[src/rtl/serial_full_subtractor_if.sv]
// Operand/result bundle for the bit-serial subtractor.
// start is sampled only while busy is low; done pulses for one cycle when diff/bout update.
interface serial_full_subtractor_if #(
    parameter int WIDTH = 8
);
    logic             start;
    logic [WIDTH-1:0] a;
    logic [WIDTH-1:0] b;
    logic             bin;
    logic             busy;
    logic             done;
    logic [WIDTH-1:0] diff;
    logic             bout;

    modport master (
        output start, a, b, bin,
        input  busy, done, diff, bout
    );

    modport slave (
        input  start, a, b, bin,
        output busy, done, diff, bout
    );
endinterface

[src/rtl/serial_full_subtractor.sv]
// Bit-serial A - B - bin, LSB first, one full-subtractor cell and a registered borrow.
// A subtraction takes WIDTH SHIFT cycles; a start in the DONE cycle chains the next operation.
module serial_full_subtractor #(
    parameter int WIDTH = 8
) (
    input  logic                      clk,
    input  logic                      rst,
    serial_full_subtractor_if.slave   bus,
    output logic [1:0]                state_o
);

    localparam int CNT_W = $clog2(WIDTH) + 1;

    typedef enum logic [1:0] {
        IDLE  = 2'd0,
        SHIFT = 2'd1,
        DONE  = 2'd2
    } state_t;

    state_t             state_q;
    logic [WIDTH-1:0]   sa_q;
    logic [WIDTH-1:0]   sb_q;
    logic [WIDTH-1:0]   sr_q;
    logic               br_q;
    logic [CNT_W-1:0]   cnt_q;
    logic               busy_q;
    logic               done_q;
    logic [WIDTH-1:0]   diff_q;
    logic               bout_q;

    logic               d_bit;
    logic               br_d;
    logic [WIDTH-1:0]   sr_d;
    logic               last_shift;

    always_comb begin
        d_bit      = sa_q[0] ^ sb_q[0] ^ br_q;
        br_d       = (~sa_q[0] & sb_q[0]) | (~(sa_q[0] ^ sb_q[0]) & br_q);
        sr_d       = {d_bit, sr_q[WIDTH-1:1]};
        last_shift = (cnt_q == CNT_W'(WIDTH - 1));
    end

    always_ff @(posedge clk or posedge rst) begin
        if (rst) begin
            state_q <= IDLE;
            sa_q    <= '0;
            sb_q    <= '0;
            sr_q    <= '0;
            br_q    <= 1'b0;
            cnt_q   <= '0;
            busy_q  <= 1'b0;
            done_q  <= 1'b0;
            diff_q  <= '0;
            bout_q  <= 1'b0;
        end else begin
            done_q <= 1'b0;
            case (state_q)
                IDLE, DONE: begin
                    if (bus.start) begin
                        state_q <= SHIFT;
                        sa_q    <= bus.a;
                        sb_q    <= bus.b;
                        sr_q    <= '0;
                        br_q    <= bus.bin;
                        cnt_q   <= '0;
                        busy_q  <= 1'b1;
                    end else begin
                        state_q <= IDLE;
                    end
                end
                SHIFT: begin
                    // Shift registers advance every SHIFT cycle; the result bus only moves on the last one.
                    sa_q  <= sa_q >> 1;
                    sb_q  <= sb_q >> 1;
                    sr_q  <= sr_d;
                    br_q  <= br_d;
                    cnt_q <= cnt_q + CNT_W'(1);
                    if (last_shift) begin
                        state_q <= DONE;
                        diff_q  <= sr_d;
                        bout_q  <= br_d;
                        done_q  <= 1'b1;
                        busy_q  <= 1'b0;
                    end
                end
                default: state_q <= IDLE;
            endcase
        end
    end

    assign bus.busy = busy_q;
    assign bus.done = done_q;
    assign bus.diff = diff_q;
    assign bus.bout = bout_q;
    assign state_o  = state_q;

endmodule
[src/flat_wrapper.sv]
// flat-port wrapper written by rule: the top's interface ports become plain ports
module serial_full_subtractor_flat 
#(
    parameter int WIDTH = 8
)
  (clk, rst, state_o, bus_start, bus_a, bus_b, bus_bin, bus_busy, bus_done, bus_diff, bus_bout);
  serial_full_subtractor_if #(.WIDTH(WIDTH)) bus_i ();
  input  logic clk;
  input  logic rst;
  output logic [1:0] state_o;
  input wire logic [$bits(bus_i.start)-1:0] bus_start;
  input wire logic [$bits(bus_i.a)-1:0] bus_a;
  input wire logic [$bits(bus_i.b)-1:0] bus_b;
  input wire logic [$bits(bus_i.bin)-1:0] bus_bin;
  output wire logic [$bits(bus_i.busy)-1:0] bus_busy;
  output wire logic [$bits(bus_i.done)-1:0] bus_done;
  output wire logic [$bits(bus_i.diff)-1:0] bus_diff;
  output wire logic [$bits(bus_i.bout)-1:0] bus_bout;
  assign bus_i.start = bus_start;
  assign bus_i.a = bus_a;
  assign bus_i.b = bus_b;
  assign bus_i.bin = bus_bin;
  assign bus_busy = bus_i.busy;
  assign bus_done = bus_i.done;
  assign bus_diff = bus_i.diff;
  assign bus_bout = bus_i.bout;
  serial_full_subtractor #(.WIDTH(WIDTH)) u_core (.clk(clk), .rst(rst), .bus(bus_i), .state_o(state_o));
endmodule
[config.mk]
export PLATFORM = sky130hd
export DESIGN_NAME = serial_full_subtractor_flat
export DESIGN_NICKNAME = d
export VERILOG_FILES = /design/src/rtl/serial_full_subtractor_if.sv /design/src/rtl/serial_full_subtractor.sv /design/src/flat_wrapper.sv
export SDC_FILE = /design/constraint.sdc
export NUM_CORES = 1
export LEC_CHECK = 0
export CORE_ASPECT_RATIO = 1.25
export CORE_MARGIN = 5
export CORE_UTILIZATION = 50
export CTS_CLUSTER_SIZE = 25
export DETAILED_ROUTE_END_ITERATION = 6
export PLACE_DENSITY = 0.85
export SKIP_LAST_GASP = 1
export SYNTH_ARGS = -nofsm -noshare
export SYNTH_HDL_FRONTEND = slang
export SYNTH_SLANG_ARGS = --single-unit
[constraint.sdc]
create_clock -name clk -period 1.9 [get_ports clk]
set_input_delay 0.38 -clock clk [delete_from_list [all_inputs] [get_ports clk]]
set_output_delay 0.38 -clock clk [all_outputs]
set_load 0.02 [all_outputs]
==> results of run 1 <==
[per-stage QoR]
step	TNS, ps	setup WS (ps)	util	cell area, sq um	instances
5_1_grt	0	89.4	0.667	2150	196
6_report	0	201	0.667	2150	196
3_3_place_gp	-424	-81.8	0.630	2030	188
4_1_cts	0	203	0.667	2150	196
2_1_floorplan	0	330	-	1680	123
3_5_place_dp	-1290	-115	0.630	2030	188
[cell usage after synthesis (3+ instances only)]
master and instances:
a21o_1 13, a22o_1 24, buf_2 5, dfrtp_1 41, inv_1 5, mux2_2 10, nand2_1 3
[sequential cells by signal, summed over array words and instances, names as in the netlist]
signal and cells:
u_core.bus.diff 8, u_core.sa_q 8, u_core.sb_q 8, u_core.sr_q 7, u_core.cnt_q 4, u_core.state_o 2, u_core.br_q 1, u_core.bus.bout 1
u_core.bus.busy 1, u_core.bus.done 1
[cells by family after synthesis]
kind of cell / after synthesis / synth area share
muxes: 12 / 0.0788
AOI/OAI and AO/OA: 41 / 0.201
and+or+nand+nor: 13 / 0.0476
DFF: 41 / 0.610
buffers and inverters: 14 / 0.0439
adders and majority gates: 2 / 0.0193
[where the power goes]
group          internal (mW)  total, mW  switching (mW)
logic                  0.810       1.52           0.707
registers               1.26       1.50           0.239
clock network          0.428      0.713           0.284
total                   2.50       3.73            1.23
[critical path, stage by stage]
cell             delay (ps)
clkdlybuf4s50_1         410
nor2b_1                 150
nor2_2                  700
mux2_2                  290
[placed cells by master, fill, tap and decap left out, drive strengths merged]
cell type	instances
nor2b	2
bufinv	1
nor2	1
dfrtp	41
a21o	13
nand2b	1
nand2	3
nand4	1
inv	5
nor3	2
a221o	2
o21ai	2
buf	5
and2b	1
a22o	24
mux2	10
ha	1
clkbuf	7
fa	1
nor3b	2
clkdlybuf4s50	32
mux2i	2
[worst paths after layout]
path | from | endpoint | slack (ps) | cells past startpoint
worst min-delay path | u_core.sb_q[2]$_DFFE_PP0P_ | u_core.sb_q[2]$_DFFE_PP0P_ | 480 | 1
worst max-delay path | bus_start | u_core.cnt_q[0]$_DFFE_PP0P_ | 200 | 4
min in group asynchronous | rst | u_core.bus.done$_DFF_PP0_ | 520 | 3
worst max register to register | u_core.state_o[0]$_DFFE_PP0P_ | u_core.cnt_q[0]$_DFFE_PP0P_ | 250 | 3
max in group asynchronous | rst | u_core.bus.diff[4]$_DFFE_PP0P_ | 1040 | 3
worst min register to register | u_core.sb_q[2]$_DFFE_PP0P_ | u_core.sb_q[2]$_DFFE_PP0P_ | 480 | 1
[per-layer routing]
metal | global-route usage | vias up | part of all wire
li1 | - | 516 | -
met1 | 0.185 | 558 | 0.40
met2 | 0.270 | 33 | 0.51
met3 | 0.0583 | 8 | 0.065
met4 | 0.0708 | 0 | 0.022
met5 | 0 | - | 0
[layout make-up]
class / instances / area, sq um / share of cell area
clock buffers: 7 / 86.3 / 0.0402
well taps: 37 / 46.3 / 0.0215
multi-input cells: 68 / 583 / 0.271
inverters: 5 / 18.8 / 0.00874
repair buffers: 37 / 358 / 0.167
flip-flops and latches: 41 / 1030 / 0.478
clock inverters: 1 / 30.0 / 0.0140
==> results.py, run 1 <==
metrics = {
    "outcome": {
        "status": "complete, no violations",
    },
    "timing": {
        "min_period_ps": 1700,
        "hold_violations": 0,
        "setup_violations": 0,
        "tightest_slew_ps": 885,
        "max_freq_ghz": 0.589,
        "maxSlewViolCount": 0,
        "period_share": 0.894,
        "timing.slew.headroom": 0.409,
        "finClkSkew_ps": 5.28,
        "hold_ws_ps": 483,
        "rsz0062_at_grt": "no",
    },
    "cts": {
        "ctsResizeCount": 0,
        "insertion_delay_ps": 290,
        "cts.sinks": 41,
        "cts_htree_levels": 2,
        "numCtsBuffers": 5,
        "tritoncts": "done",
        "cts-root-buf": "clkbuf_8",
        "clkTransAtPathRegs_ps": 70,
        "cts_hold_buffers": 0,
        "cts_buffer_depth": 2,
        "cts_setup_buffers": 0,
    },
    "yosys": {
        "synth-seq-cells": 41,
        "ys_types": 22,
        "yosysTopAreaCell": "dfrtp_1",
        "synth_area_sq_um": 1680,
        "netlist_instances": 123,
        "yosysSeqAreaShare": 0.610,
        "synth_edf_count": 0,
        "synth.area.top_cells": "dfrtp_1 (61%), a22o_1 (12%), mux2_2 (6.7%), a21o_1 (5.8%), buf_2 (1.5%)",
        "ys.flop_type": "dfrtp_1",
        "yosysWarningCount": 0,
        "synth_area_per_cell_sq_um": 13.7,
        "async_flop_share": 1.00,
        "yosysTopAreaCellShare": 0.610,
        "syn_nets": 145,
    },
    "pwr": {
        "vdd_drop_max_v": 0.00107,
        "p_per_area_nw_per_um2": 1740,
        "total_power_mw": 3.73,
        "leakage_nw": 1.06,
    },
    "route": {
        "ant_nets": 0,
        "wl_mm": 3.18,
        "routedWlPerCell_um": 16.2,
        "detail_route.first_pass.iterations": 4,
        "drt-initial-drc-count": 23,
        "detail_route.vias_per_cell": 5.69,
        "drcViolationCount": 0,
        "vias": 1115,
    },
    "place": {
        "port_buffers": 32,
        "hpwl_mm": 2.24,
        "gp_congestion": 0.718,
    },
    "flow_run": {
        "cap_viol_max_count": 0,
    },
    "worst_setup_path": {
        "end_kind": "flop",
        "cp.required_ps": 2130,
        "crit_fanout": 24,
        "crit_path_start_kind": "input pin",
        "cp.arrival_ps": 1930,
        "worstSetupPathType": "input pin to flop",
    },
    "die": {
        "dieHeight_um": 74.9,
        "rows": 23,
        "fp.dieW_um": 61.9,
        "core_area_sq_um": 3220,
        "die_area_sq_um": 4630,
        "start_util": 0.522,
        "ios": 33,
    },
    "global_routing": {
        "grt_pass1_wl_mm": 5.49,
        "grt_pass1_vias": 1228,
        "grt.overflow.total": 0,
        "grt_max_degree": 42,
        "antenna_found_initial": 0,
        "track_usage": 0.162,
    },
    "min_path": {
        "hold_path_class": "flop to flop",
    },
    "layout": {
        "syn_to_final_growth_pct": 27.7,
        "nets": 180,
        "final.fill_count": 266,
        "num_antenna_cells": 0,
        "post_route_cells_drive_above_1_share": 0.151,
    },
}
Note: power is estimated with default switching activity, not from simulation.
==> run 2: changes to the inputs <==
CORE_UTILIZATION = 53   (was 50)
CTS_BUF_LIST = sky130_fd_sc_hd__clkbuf_4   (was unset)
PLACE_DENSITY = 0.89   (was 0.85)
==> run 2 against run 1 <==
Die area fell by 4.8%. Critical endpoint is now state_o[0]. Count of clock-buffer cells in the layout fell by 2. Via count rose by 0.63%.
==> results.py, run 2 (synthesis gave the netlist of run 1 again) <==
metrics = {
    "timing": {
        "finClkSkew_ps": 4.62,
        "rsz0062_at_grt": "no",
        "period_share": 0.920,
        "max_freq_ghz": 0.572,
        "hold_violations": 0,
        "timing.slew.headroom": 0.384,
        "setup_violations": 0,
        "tightest_slew_ps": 922,
        "maxSlewViolCount": 0,
        "timing.final.ws_setup_ps": 153,
        "min_period_ps": 1750,
    },
    "flow_run": {
        "cap_viol_max_count": 0,
    },
    "global_routing": {
        "grt_pass1_wl_mm": 5.73,
        "antenna_found_initial": 0,
        "grt_max_degree": 42,
        "grt.overflow.total": 0,
        "grt_pass1_vias": 1223,
        "track_usage": 0.176,
    },
    "cts": {
        "cts_htree_levels": 2,
        "cts_hold_buffers": 0,
        "cts_buffer_depth": 2,
        "tritoncts": "done",
        "cts-root-buf": "clkbuf_4",
        "cts_setup_buffers": 0,
        "numCtsBuffers": 5,
        "insertion_delay_ps": 350,
        "ctsResizeCount": 0,
        "cts.sinks": 41,
        "clkTransAtPathRegs_ps": 110,
    },
    "worst_setup_path": {
        "worst-path-buf-inv": 1,
        "crit_path_end": "state_o[0]",
        "cp.required_ps": 1520,
        "r2r-start": "u_core.state_o[0]$_DFFE_PP0P_",
        "cp.depth": 1,
        "worstSetupPathType": "flop to output port",
        "crit_family": "buffers and inverters",
        "worstSetupStartpoint": "u_core.state_o[0]$_DFFE_PP0P_",
        "worstReg2RegEnd": "u_core.cnt_q[0]$_DFFE_PP0P_",
        "crit_path_start_kind": "flop",
        "path_cells": "clkdlybuf4s50_1",
        "cp.arrival_ps": 1370,
        "reg2reg_slack_ps": 210,
        "r2r_cells": 3,
        "end_kind": "output port",
        "crit_slowest_cell": "clkdlybuf4s50_1",
        "crit_fanout": 4,
        "max_stage_delay_ps": 630,
    },
    "layout": {
        "layout_commonest_cell": "dfrtp_1",
        "num_antenna_cells": 0,
        "post_route_cells_drive_above_1_share": 0.139,
        "layout_common_cells": "dfrtp_1 (41), clkdlybuf4s50_1 (32), a22o_1 (24)",
        "fin_util": 0.661,
        "syn_to_final_growth_pct": 23.3,
        "nets": 179,
    },
    "place": {
        "gp_congestion": 0.716,
        "port_buffers": 32,
        "hpwl_mm": 2.23,
        "pre_cts_ws_ps": -129,
    },
    "pwr": {
        "p_clk_frac": 0.116,
        "p_int_mw": 2.19,
        "p_sw_frac": 0.356,
        "power_frac_comb": 0.445,
        "p_sw_mw": 1.21,
        "leakage_nw": 1.02,
        "p_per_area_nw_per_um2": 1640,
        "seqPwrFrac": 0.439,
        "vdd_drop_max_v": 0.00121,
    },
    "route": {
        "ant_nets": 0,
        "vias": 1122,
        "detail_route.first_pass.iterations": 4,
        "drcViolationCount": 0,
        "detail_route.vias_per_cell": 5.75,
        "routedWlPerCell_um": 15.9,
        "drt-initial-drc-count": 27,
        "wl_mm": 3.10,
    },
    "outcome": {
        "status": "complete, no violations",
    },
    "min_path": {
        "hold_path_class": "input pin to async pin",
    },
    "die": {
        "start_util": 0.536,
        "core_area_sq_um": 3140,
        "die_area_sq_um": 4410,
        "ios": 33,
        "fp.dieW_um": 60.4,
        "rows": 23,
        "dieHeight_um": 73,
    },
}
==> run 2: changes by cell type in the layout (fill, tap and decap cells not counted) <==
cell / change
bufinv_16: -1
clkinv_2: +1
clkinv_1: +2
clkbuf_1: -1
clkbuf_4: +5
clkbuf_8: -6
buf_4: -1
==> run 2: routing by layer <==
layer	up-vias	track usage	routed length [um]
met1	562	0.228	1260
met3	9	0.0619	203
li1	520	-	-
met5	-	0	0
met2	31	0.266	1560
met4	0	0.0764	72
==> run 2: how the worst min path moves through the flow <==
stage	startpoint	end	cells after the start
2_1_floorplan	u_core.sa_q[1]$_DFFE_PP0P_	u_core.sa_q[1]$_DFFE_PP0P_	1
3_3_place_gp	u_core.sa_q[1]$_DFFE_PP0P_	u_core.sa_q[1]$_DFFE_PP0P_	1
3_5_place_dp	u_core.sa_q[4]$_DFFE_PP0P_	u_core.sa_q[4]$_DFFE_PP0P_	1
4_1_cts	rst	u_core.sa_q[4]$_DFFE_PP0P_	3
5_1_grt	rst	u_core.sa_q[2]$_DFFE_PP0P_	3
6_report	rst	u_core.sa_q[4]$_DFFE_PP0P_	3
==> run 2: layout make-up <==
type	count	area [sq um]
well taps	37	46.3
inverters	5	18.8
clock buffers	5	37.5
flip-flops and latches	41	1030
repair buffers	36	350
multi-input cells	68	583
fillers	237	1060
clock inverters	3	12.5
==> run 2: power groups by stage <==
| stage | clock network [mW] | logic [mW] | registers (mW) |
|---|---|---|---|
| floorplan | 0 | 0.960 | 1.60 |
| global placement | 0 | 1.44 | 1.49 |
| detailed placement | 0 | 1.53 | 1.52 |
| CTS | 0.416 | 1.53 | 1.50 |
| global route | 0.463 | 1.67 | 1.56 |
| finish | 0.395 | 1.52 | 1.50 |
==> run 2: worst register-to-register path, delay by kind of cell, from the launching register on <==
family,cells,cell delay [ps]
AND/OR/NAND/NOR,2,930
multiplexers,1,290
flip-flops,1,420
==> run 2: stage by stage <==
stage / instance area (sq um) / hold WS (ps) / TNS (ps) / cells / power [mW]
3_3_place_gp: 2020 / 461 / -273 / 187 / 2.93
2_1_floorplan: 1680 / 450 / 0 / 123 / 2.56
4_1_cts: 2070 / 440 / 0 / 195 / 3.45
5_1_grt: 2070 / 482 / 0 / 195 / 3.68
3_5_place_dp: 2020 / 466 / -1600 / 187 / 3.05
6_report: 2070 / 442 / 0 / 195 / 3.41
==> run 3: changes to the inputs <==
PLACE_DENSITY = unset   (was 0.89)
PLACE_DENSITY_LB_ADDON = 0.1   (was unset)
==> run 3 against run 2 <==
Non-clock buffer count grew 1. Die area stayed put. Critical endpoint unchanged. Count of clock-buffer cells in the layout unchanged.
==> results.py, run 3 (synthesis gave the netlist of run 1 again) <==
metrics = {
    "route": {
        "wl_mm": 2.88,
        "detail_route.first_pass.iterations": 4,
        "routedWlPerCell_um": 14.7,
        "drcViolationCount": 0,
        "detail_route.vias_per_cell": 5.46,
        "drt-initial-drc-count": 10,
        "vias": 1070,
        "ant_nets": 0,
    },
    "cts": {
        "tritoncts": "done",
        "insertion_delay_ps": 330,
        "ctsResizeCount": 0,
        "cts_hold_buffers": 0,
        "clkTransAtPathRegs_ps": 110,
        "cts_setup_buffers": 0,
        "cts_htree_levels": 2,
        "cts-root-buf": "clkbuf_4",
        "cts_buffer_depth": 2,
        "numCtsBuffers": 5,
        "cts.sinks": 41,
    },
    "pwr": {
        "p_per_area_nw_per_um2": 1620,
        "vdd_drop_max_v": 0.000912,
        "leakage_nw": 1.03,
        "total_power_mw": 3.37,
    },
    "worst_setup_path": {
        "crit_slowest_cell": "clkdlybuf4s50_1",
        "r2r-start": "u_core.state_o[0]$_DFFE_PP0P_",
        "reg2reg_slack_ps": 190,
        "crit_path_start_kind": "flop",
        "crit_family": "buffers and inverters",
        "r2r_cells": 3,
        "worst-path-buf-inv": 1,
        "cp.required_ps": 1520,
        "end_kind": "output port",
        "max_stage_delay_ps": 630,
        "path_cells": "clkdlybuf4s50_1",
        "cp.depth": 1,
        "worstReg2RegEnd": "u_core.cnt_q[0]$_DFFE_PP0P_",
        "cp.arrival_ps": 1360,
        "worstSetupPathType": "flop to output port",
        "crit_fanout": 4,
    },
    "timing": {
        "finClkSkew_ps": 6.05,
        "setup_violations": 0,
        "tightest_slew_ps": 941,
        "hold_violations": 0,
        "timing.slew.headroom": 0.372,
        "rsz0062_at_grt": "no",
        "period_share": 0.915,
        "maxSlewViolCount": 0,
        "max_freq_ghz": 0.575,
        "min_period_ps": 1740,
    },
    "layout": {
        "syn_to_final_growth_pct": 23.7,
        "multiInputGateArea_sq_um": 583,
        "nets": 180,
        "num_antenna_cells": 0,
        "final.fill_count": 245,
        "layout_common_cells": "dfrtp_1 (41), clkdlybuf4s50_1 (32), a22o_1 (24)",
        "layout_commonest_cell": "dfrtp_1",
        "post_route_cells_drive_above_1_share": 0.145,
        "final-instance-count-excl-fill": 196,
        "fin_area_sq_um": 2080,
        "ff_latch_area_sq_um": 1030,
    },
    "global_routing": {
        "track_usage": 0.150,
        "grt_pass1_wl_mm": 4.93,
        "antenna_found_initial": 0,
        "grt.overflow.total": 0,
        "grt_pass1_vias": 1116,
        "grt_max_degree": 42,
    },
    "die": {
        "dieHeight_um": 73,
        "die_area_sq_um": 4410,
        "start_util": 0.536,
        "ios": 33,
        "rows": 23,
        "core_area_sq_um": 3140,
        "fp.dieW_um": 60.4,
    },
    "flow_run": {
        "cap_viol_max_count": 0,
    },
    "min_path": {
        "hold_path_class": "input pin to async pin",
    },
    "place": {
        "dp.cells": 188,
        "hpwl_mm": 2.05,
        "dpl-instance-area_sq_um": 2030,
        "port_buffers": 32,
        "gp_congestion": 0.687,
    },
    "outcome": {
        "status": "complete, no violations",
    },
}
## run 3: per-stage QoR
| step | setup WS (ps) | hold WS [ps] | utilization | TNS (ps) |
|---|---|---|---|---|
| after global placement | -106 | 460 | 0.648 | -971 |
| after floorplan | 330 | 450 | - | 0 |
| final | 161 | 462 | 0.664 | 0 |
| after CTS | 141 | 482 | 0.664 | 0 |
| after global routing | 72.9 | 499 | 0.664 | 0 |
| after detailed placement | -186 | 466 | 0.648 | -2900 |
## run 3: per-layer routing
metal  vias up  routed length (um)  global-route usage
met4         0                  52              0.0665
met1       520                1250               0.187
met3         7                 141              0.0372
li1        516                   -                   -
met5         -                   0                   0
met2        27                1440               0.242
## run 3: worst max-delay path by stage
| stage | endpoint | slack, ps | from |
|---|---|---|---|
| finish | state_o[0] | 160 | u_core.state_o[0]$_DFFE_PP0P_ |
| global placement | u_core.cnt_q[0]$_DFFE_PP0P_ | -110 | bus_start |
| floorplan | u_core.bus.bout$_DFFE_PP0P_ | 330 | u_core.state_o[1]$_DFFE_PP0P_ |
| CTS | state_o[0] | 140 | u_core.state_o[0]$_DFFE_PP0P_ |
| detailed placement | u_core.cnt_q[0]$_DFFE_PP0P_ | -190 | bus_start |
| global route | u_core.cnt_q[0]$_DFFE_PP0P_ | 70 | bus_start |
## run 3: final cells by class
| cell class | count | area share |
|---|---|---|
| clock buffer | 5 | 0.0180 |
| tap | 37 | 0.0222 |
| sequential | 41 | 0.493 |
| timing repair buffer | 37 | 0.172 |
| inverter | 5 | 0.00901 |
| multi-input combinational | 68 | 0.280 |
| clock inverter | 3 | 0.00601 |
## run 3: power by group
part	leakage (nW)	switching, mW	internal [mW]
Sequential	0.512	0.230	1.26
Combinational	0.486	0.686	0.809
Clock	0.0300	0.255	0.134
Total	1.03	1.17	2.20
